===== src/rtl/ext_pipe.sv =====
// Immediate-extension stage feeding a small power-of-two result FIFO.
// Optional macro EXT_PIPE_BRANCH_EN enables the branch-offset mode (in_op=3).
module ext_pipe #(
    parameter int IMM_W = 16,
    parameter int OUT_W = 32,
    parameter int DEPTH = 2
) (
    input  logic                         clk,
    input  logic                         reset,
    input  logic                         in_valid,
    output logic                         in_ready,
    input  logic [IMM_W-1:0]             in_imm,
    input  logic [2:0]                   in_op,
    output logic                         out_valid,
    input  logic                         out_ready,
    output logic [OUT_W-1:0]             out_data,
    output logic                         out_err,
    output logic [$clog2(DEPTH+1)-1:0]   level
);

    localparam int PTR_W = $clog2(DEPTH);
    localparam int LVL_W = $clog2(DEPTH+1);

    // Result word layout: {err, data}
    function automatic logic [OUT_W:0] ext_calc(input logic [IMM_W-1:0] imm,
                                                input logic [2:0]       op);
        logic [OUT_W-1:0] sext_v;
        logic [OUT_W:0]   res_v;
        sext_v = {{(OUT_W-IMM_W){imm[IMM_W-1]}}, imm};
        case (op)
            3'd0:    res_v = {1'b0, sext_v};
            3'd1:    res_v = {1'b0, {(OUT_W-IMM_W){1'b0}}, imm};
            3'd2:    res_v = {1'b0, imm, {(OUT_W-IMM_W){1'b0}}};
`ifdef EXT_PIPE_BRANCH_EN
            3'd3:    res_v = {1'b0, sext_v[OUT_W-3:0], 2'b00};
`endif
            default: res_v = {1'b1, {OUT_W{1'b0}}};
        endcase
        return res_v;
    endfunction

    logic [OUT_W:0]   mem_r [DEPTH];
    logic [PTR_W-1:0] wr_ptr_r;
    logic [PTR_W-1:0] rd_ptr_r;
    logic [LVL_W-1:0] level_r;
    logic             ready_en_r;
    logic             push_s;
    logic             pop_s;
    logic [OUT_W:0]   push_res_s;
    logic [OUT_W:0]   head_s;

    assign level     = level_r;
    assign out_valid = (level_r != LVL_W'(0));
    // ready_en_r keeps in_ready low until the first edge after reset release
    assign in_ready  = ready_en_r && (level_r != LVL_W'(DEPTH));
    assign push_s    = in_valid && in_ready;
    assign pop_s     = out_valid && out_ready;

    // Compute the extended result for the incoming immediate
    always_comb begin
        push_res_s = ext_calc(in_imm, in_op);
    end

    // Head presentation; outputs forced to zero when nothing is buffered
    always_comb begin
        head_s = '0;
        if (out_valid) begin
            head_s = mem_r[rd_ptr_r];
        end else begin
            head_s = '0;
        end
    end

    assign out_data = head_s[OUT_W-1:0];
    assign out_err  = head_s[OUT_W];

    // FIFO storage, pointers and occupancy
    always_ff @(posedge clk or posedge reset) begin
        if (reset) begin
            for (int i = 0; i < DEPTH; i++) begin
                mem_r[i] <= '0;
            end
            wr_ptr_r   <= '0;
            rd_ptr_r   <= '0;
            level_r    <= '0;
            ready_en_r <= 1'b0;
        end else begin
            ready_en_r <= 1'b1;
            if (push_s) begin
                mem_r[wr_ptr_r] <= push_res_s;
                wr_ptr_r        <= wr_ptr_r + PTR_W'(1);
            end
            if (pop_s) begin
                rd_ptr_r <= rd_ptr_r + PTR_W'(1);
            end
            case ({push_s, pop_s})
                2'b10:   level_r <= level_r + LVL_W'(1);
                2'b01:   level_r <= level_r - LVL_W'(1);
                default: level_r <= level_r;
            endcase
        end
    end

endmodule


===== config.mk =====
export PLATFORM = sky130hd
export DESIGN_NAME = ext_pipe
export DESIGN_NICKNAME = d
export VERILOG_FILES = /design/src/rtl/ext_pipe.sv
export SDC_FILE = /design/constraint.sdc
export NUM_CORES = 1
export LEC_CHECK = 0
export ABC_AREA = 1
export BUFFER_PORTS_ARGS = -buffer_cell sky130_fd_sc_hd__clkbuf_2
export CAP_MARGIN = 25
export CORE_UTILIZATION = 60
export DETAILED_ROUTE_END_ITERATION = 6
export MAX_ROUTING_LAYER = met4
export PLACE_DENSITY = 0.84
export SYNTH_ARGS = -nofsm -noshare
export SYNTH_HDL_FRONTEND = slang
export SYNTH_SLANG_ARGS = --single-unit

===== constraint.sdc =====
create_clock -name clk -period 5.65 [get_ports clk]
set_input_delay 0.565 -clock clk [delete_from_list [all_inputs] [get_ports clk]]
set_output_delay 0.565 -clock clk [all_outputs]
set_load 0.005 [all_outputs]

# Word level (Yosys, flattened, before mapping)
# Index checks and enable logic that the tools add are counted.
classes:
  order_cmp: 3
  reduce_logical: 7
  muxes: 9
  n_bitwise: 2
  addsub: 4
  n_eq_ne: 5
ops:
  columns: ["operator", "count"]
  rows:
  - ["$mux 33", 5]
  - ["$pmux 33 s3", 1]
  - ["$bwmux 66", 1]
  - ["$demux 33 s1", 1]
  - ["$ge 2x2->1 const B", 2]
  - ["$logic_and 1x1->1", 4]
  - ["$not 1->2", 2]
  - ["$pmux 2 s2", 1]
  - ["$reduce_bool 2->1", 2]
  - ["$eq 3x1->1 const B", 1]
  - ["$eq 3x2->1 const B", 1]
  - ["$logic_not 3->1", 1]
  - ["$add 1x1->1 const B", 2]
  - ["$add 2x1->2 const B", 1]
  - ["$eq 2x1->1 const B", 1]
  - ["$eq 2x2->1 const B", 1]
  - ["$lt 2x1->1 const B", 1]
  - ["$ne 2x2->1 const B", 1]
  - ["$sub 2x1->2 const B", 1]
totals:
  input_bits: 23
  reg_bits: 71

# Longest topological paths before layout
depth:
  word_depth: 6
  mapped_depth: 8

# Worst setup path before layout
# OpenSTA, ideal clock, no wires.
synth_path:
  path_kind: "register -> output"
  start: "register level_r[0] (netlist: level[0])"
  end: "output out_data[10]"
  t_required_ns: 5.085
  arrival_time_ns: 1.111
  path_stages_with_launch: 4
  slack_ns: 3.974
  path_cell_list: "dfrtp_1 nor2_1 clkbuf_1 a21oi_1"
synth_between:
  elab_chain_cells: 2
synth_rtl:
  columns: ["element", "line_no", "text"]
  rows:
  - ["from (decl)", "45", "logic [LVL_W-1:0] level_r;"]
  - ["from (signal assigned)", "97", "2'b10: level_r <= level_r + LVL_W'(1);"]
  - ["from (signal assigned)", "98", "2'b01: level_r <= level_r - LVL_W'(1);"]
  - ["from (signal assigned)", "99", "default: level_r <= level_r;"]
  - ["$reduce_bool 2->1", "53", "assign out_valid = (level_r != LVL_W'(0));"]
  - ["$mux 33", "67", "if (out_valid) begin"]
  - ["to (decl)", "16", "output logic [OUT_W-1:0] out_data,"]
# No other way between the ends.

# Worst setup path in the final report
layout_path:
  start: "register rd_ptr_r"
  end: "output out_data[19]"
layout_between:
  elab_chain_cells: 5
layout_rtl:
  columns: ["element", "line_no", "text"]
  rows:
  - ["from (decl)", "44", "logic [PTR_W-1:0] rd_ptr_r;"]
  - ["from (signal assigned)", "94", "rd_ptr_r <= rd_ptr_r + PTR_W'(1);"]
  - ["$not 1->2 (not written as such)", "68", "head_s = mem_r[rd_ptr_r];"]
  - ["$mux 33 (not written as such) (3 in series)", "68", null]
  - ["$mux 33", "67", null]
# No other way between the ends. The select of a mux whose other input is x is not followed.

==> flow_summary.yaml <==
run_status:
  status: "completed"
setup_path:
  criticalPathCategory: "reg2out"
  cp_data_arrival_time_ns: 1.50
  slowest_stage: "buf_4"
  start_kind: "flop"
  crit_path_max_incr_delay_ns: 0.37
  required_ns: 5.09
  critPathCaptureType: "output pin"
  path_max_fanout: 34
  crit_chain: "buf_4, nand2_1, a21oi_1, clkbuf_2"
  crit_family: "buffers and inverters"
  critPathBufInv: 2
power_and_ir_drop:
  power.density_nw_per_um2: 466.7
  peakVddDrop_v: 0.0004006
  p_leak_nw: 2.315
logic_synthesis:
  synth_most_common_cell: "nand2_1"
  synth_area_leaders: "dfrtp_1 (50%), nand2_1 (30%), a21oi_1 (4.7%)"
  synth_top_cell_by_area: "dfrtp_1"
  netlist.area_leader.share: 0.5023
  synth_edf_count: 0
  synthArstFlopShare: 1.000
  synth_nets: 515
  avgSynthCellArea_sq_um: 7.204
  synth_cell_type_count: 23
  synth_seq_cells: 71
  synth_area_sq_um: 3537
  synth_seq_area_share: 0.5023
  ys_warn_count: 0
  netlist_top_cells_count: "nand2_1 (283), dfrtp_1 (71), a21oi_1 (33)"
  yosys_most_used_dff: "dfrtp_1"
  syn-instance-count: 491
cells_and_area:
  diodes: 0
  final_layout_size_suffix_gt1_frac: 0.1587
  final_nets: 563
  area.sequential_sq_um: 1777
  multi_input_area_sq_um: 1521
  area_growth_pct: 13.16
  n_fill_cell: 482
clocking:
  clk_pin_slew_ns: 0.07
  cts_tree: "done"
  clk_latency_ns: 0.34
  postCtsSetupBuffers: 0
  numCtsBuffers: 9
  cts_max_path_buffers: 2
  cts.sinks: 71
  cts-root-buf: "clkbuf_8"
  ctsHtreeMaxLevel: 3
  postCtsHoldBufs: 0
  cts_resized: 0
sta:
  hold_viol_final: 0
  max_clock_freq_mhz: 485.2
  setup_tns_ns: 0
  worst_pin_slew_ns: 1.027
  rsz0062_at_grt: "no"
  drv_slew: 0
  slew_headroom: 0.3136
  fin_worst_skew_ns: 0.005690
  period_share: 0.3648
  min_period_ns: 2.061
  setup_viol: 0
  fin_ws_ns: 3.589
global_route:
  grtUsageMet2: 0.4496
  overflow: 0
  grt_max_degree: 72
  top_usage_layer: "met2"
  grt.total_usage: 0.3089
  grt_pass1_vias: 3027
  gr-usage-met3: 0.05287
  grt_util_met1: 0.4277
  grt_antenna_before_repair: 0
  grt_pass1_wl_um: 14270
detailed_routing:
  drc: 0
  wl_per_cell_um: 13.61
  dr.pass1.iters: 5
  drt_iter0_markers: 307
  via_per_inst: 5.318
  antenna_left: 0
  vias: 3265
  wirelength_um: 8354
floorplanning:
  die_x_um: 78.78
  rows: 27
  die_h_um: 78.78
  initial_core_util: 0.6307
  ios: 60
  dieArea_sq_um: 6206
  core_area_sq_um: 5608
place:
  port_buffers: 59
  routabilityCongestion: 0.8920
  place_ws_ns: 3.517
  dp_hpwl_um: 5275
flow_run:
  drv_cap: 0
hold_path:
  hp-class: "in2async"
## cells in the final DEF, fill, tap and decap left out, types with 2 or more instances in the layout
cell type and count:
nor2_4 2, nand2_1 283, clkbuf_8 11, nand3_1 16, inv_1 24, buf_4 4
nor2_2 2, inv_2 2, a21oi_1 33, xnor2_1 2, clkbuf_1 2, dfrtp_1 71
clkbuf_2 59, nor2_1 19
## power by group
group	switching (W)	total, W	internal, W
registers	0.000120	0.000821	0.000700
logic	0.000426	0.000692	0.000267
clock network	0.000177	0.000355	0.000178
total	0.000722	0.00187	0.00115
## final timing paths
kind | from | to | slack [ns] | depth (start not counted)
worst min register to register | mem_r[38] | mem_r[38] | 0.48 | 2
worst min-delay path | reset | ready_en_r | 0.47 | 3
worst max register to register | level[0] | mem_r[60] | 3.71 | 5
max in group asynchronous | reset | mem_r[62] | 4.62 | 3
worst max-delay path | rd_ptr_r | out_data[19] | 3.59 | 4
min in group clk | mem_r[38] | mem_r[38] | 0.48 | 2
## logic make-up (layout without fill, tap and decap cells)
| family | after synthesis | in the layout | share of synthesized area |
|---|---|---|---|
| AND/OR/NAND/NOR | 328 | 328 | 0.3686 |
| flip-flops | 71 | 71 | 0.5023 |
| buffers and inverters | 53 | 104 | 0.06827 |
| AO/OA/AOI/OAI | 34 | 34 | 0.04882 |
| XOR/XNOR | 3 | 3 | 0.007430 |
| adder cells (fa/ha/maj) | 1 | 1 | 0.003537 |
| other | 1 | 1 | 0.001060 |
## stage by stage
step                total power [W]  instance area (sq um)  instances  utilization  hold WS [ns]
floorplan                  0.001273                   3537        491            -        0.4487
global placement           0.001464                   3811        599       0.6796        0.4620
detailed placement         0.001492                   3811        599       0.6796        0.4647
CTS                        0.001846                   3975        613       0.7088        0.4825
global route               0.002008                   4003        614       0.7137        0.4997
finish                     0.001868                   4003        614       0.7137        0.4687
## area by class of cell
class,count,share of cell area
clock buffers,13,0.03970
clock inverters,1,0.001250
inverters,26,0.02438
multi-input cells,367,0.3801
flip-flops and latches,71,0.4439
well taps,72,0.02251
repair buffers,64,0.08815
## sequential cells by signal (all words and copies together) (netlist names)
signal and flops:
level 2, ready_en_r 1, wr_ptr_r 1, rd_ptr_r 1
mem_r 66
## worst register-to-register path, delay by kind of cell, from the launching register on
kind | cells | cell delay (ns)
buffers and inverters | 1 | 0.07
DFF | 1 | 0.45
and+or+nand+nor | 4 | 1.29
## layer usage
layer  vias up  part of all wire
li1       1580                 -
met1      1531              0.45
met2       141              0.46
met3        13             0.072
met4         0             0.016
met5         -                 0
Power figures use the tool's default switching activity.
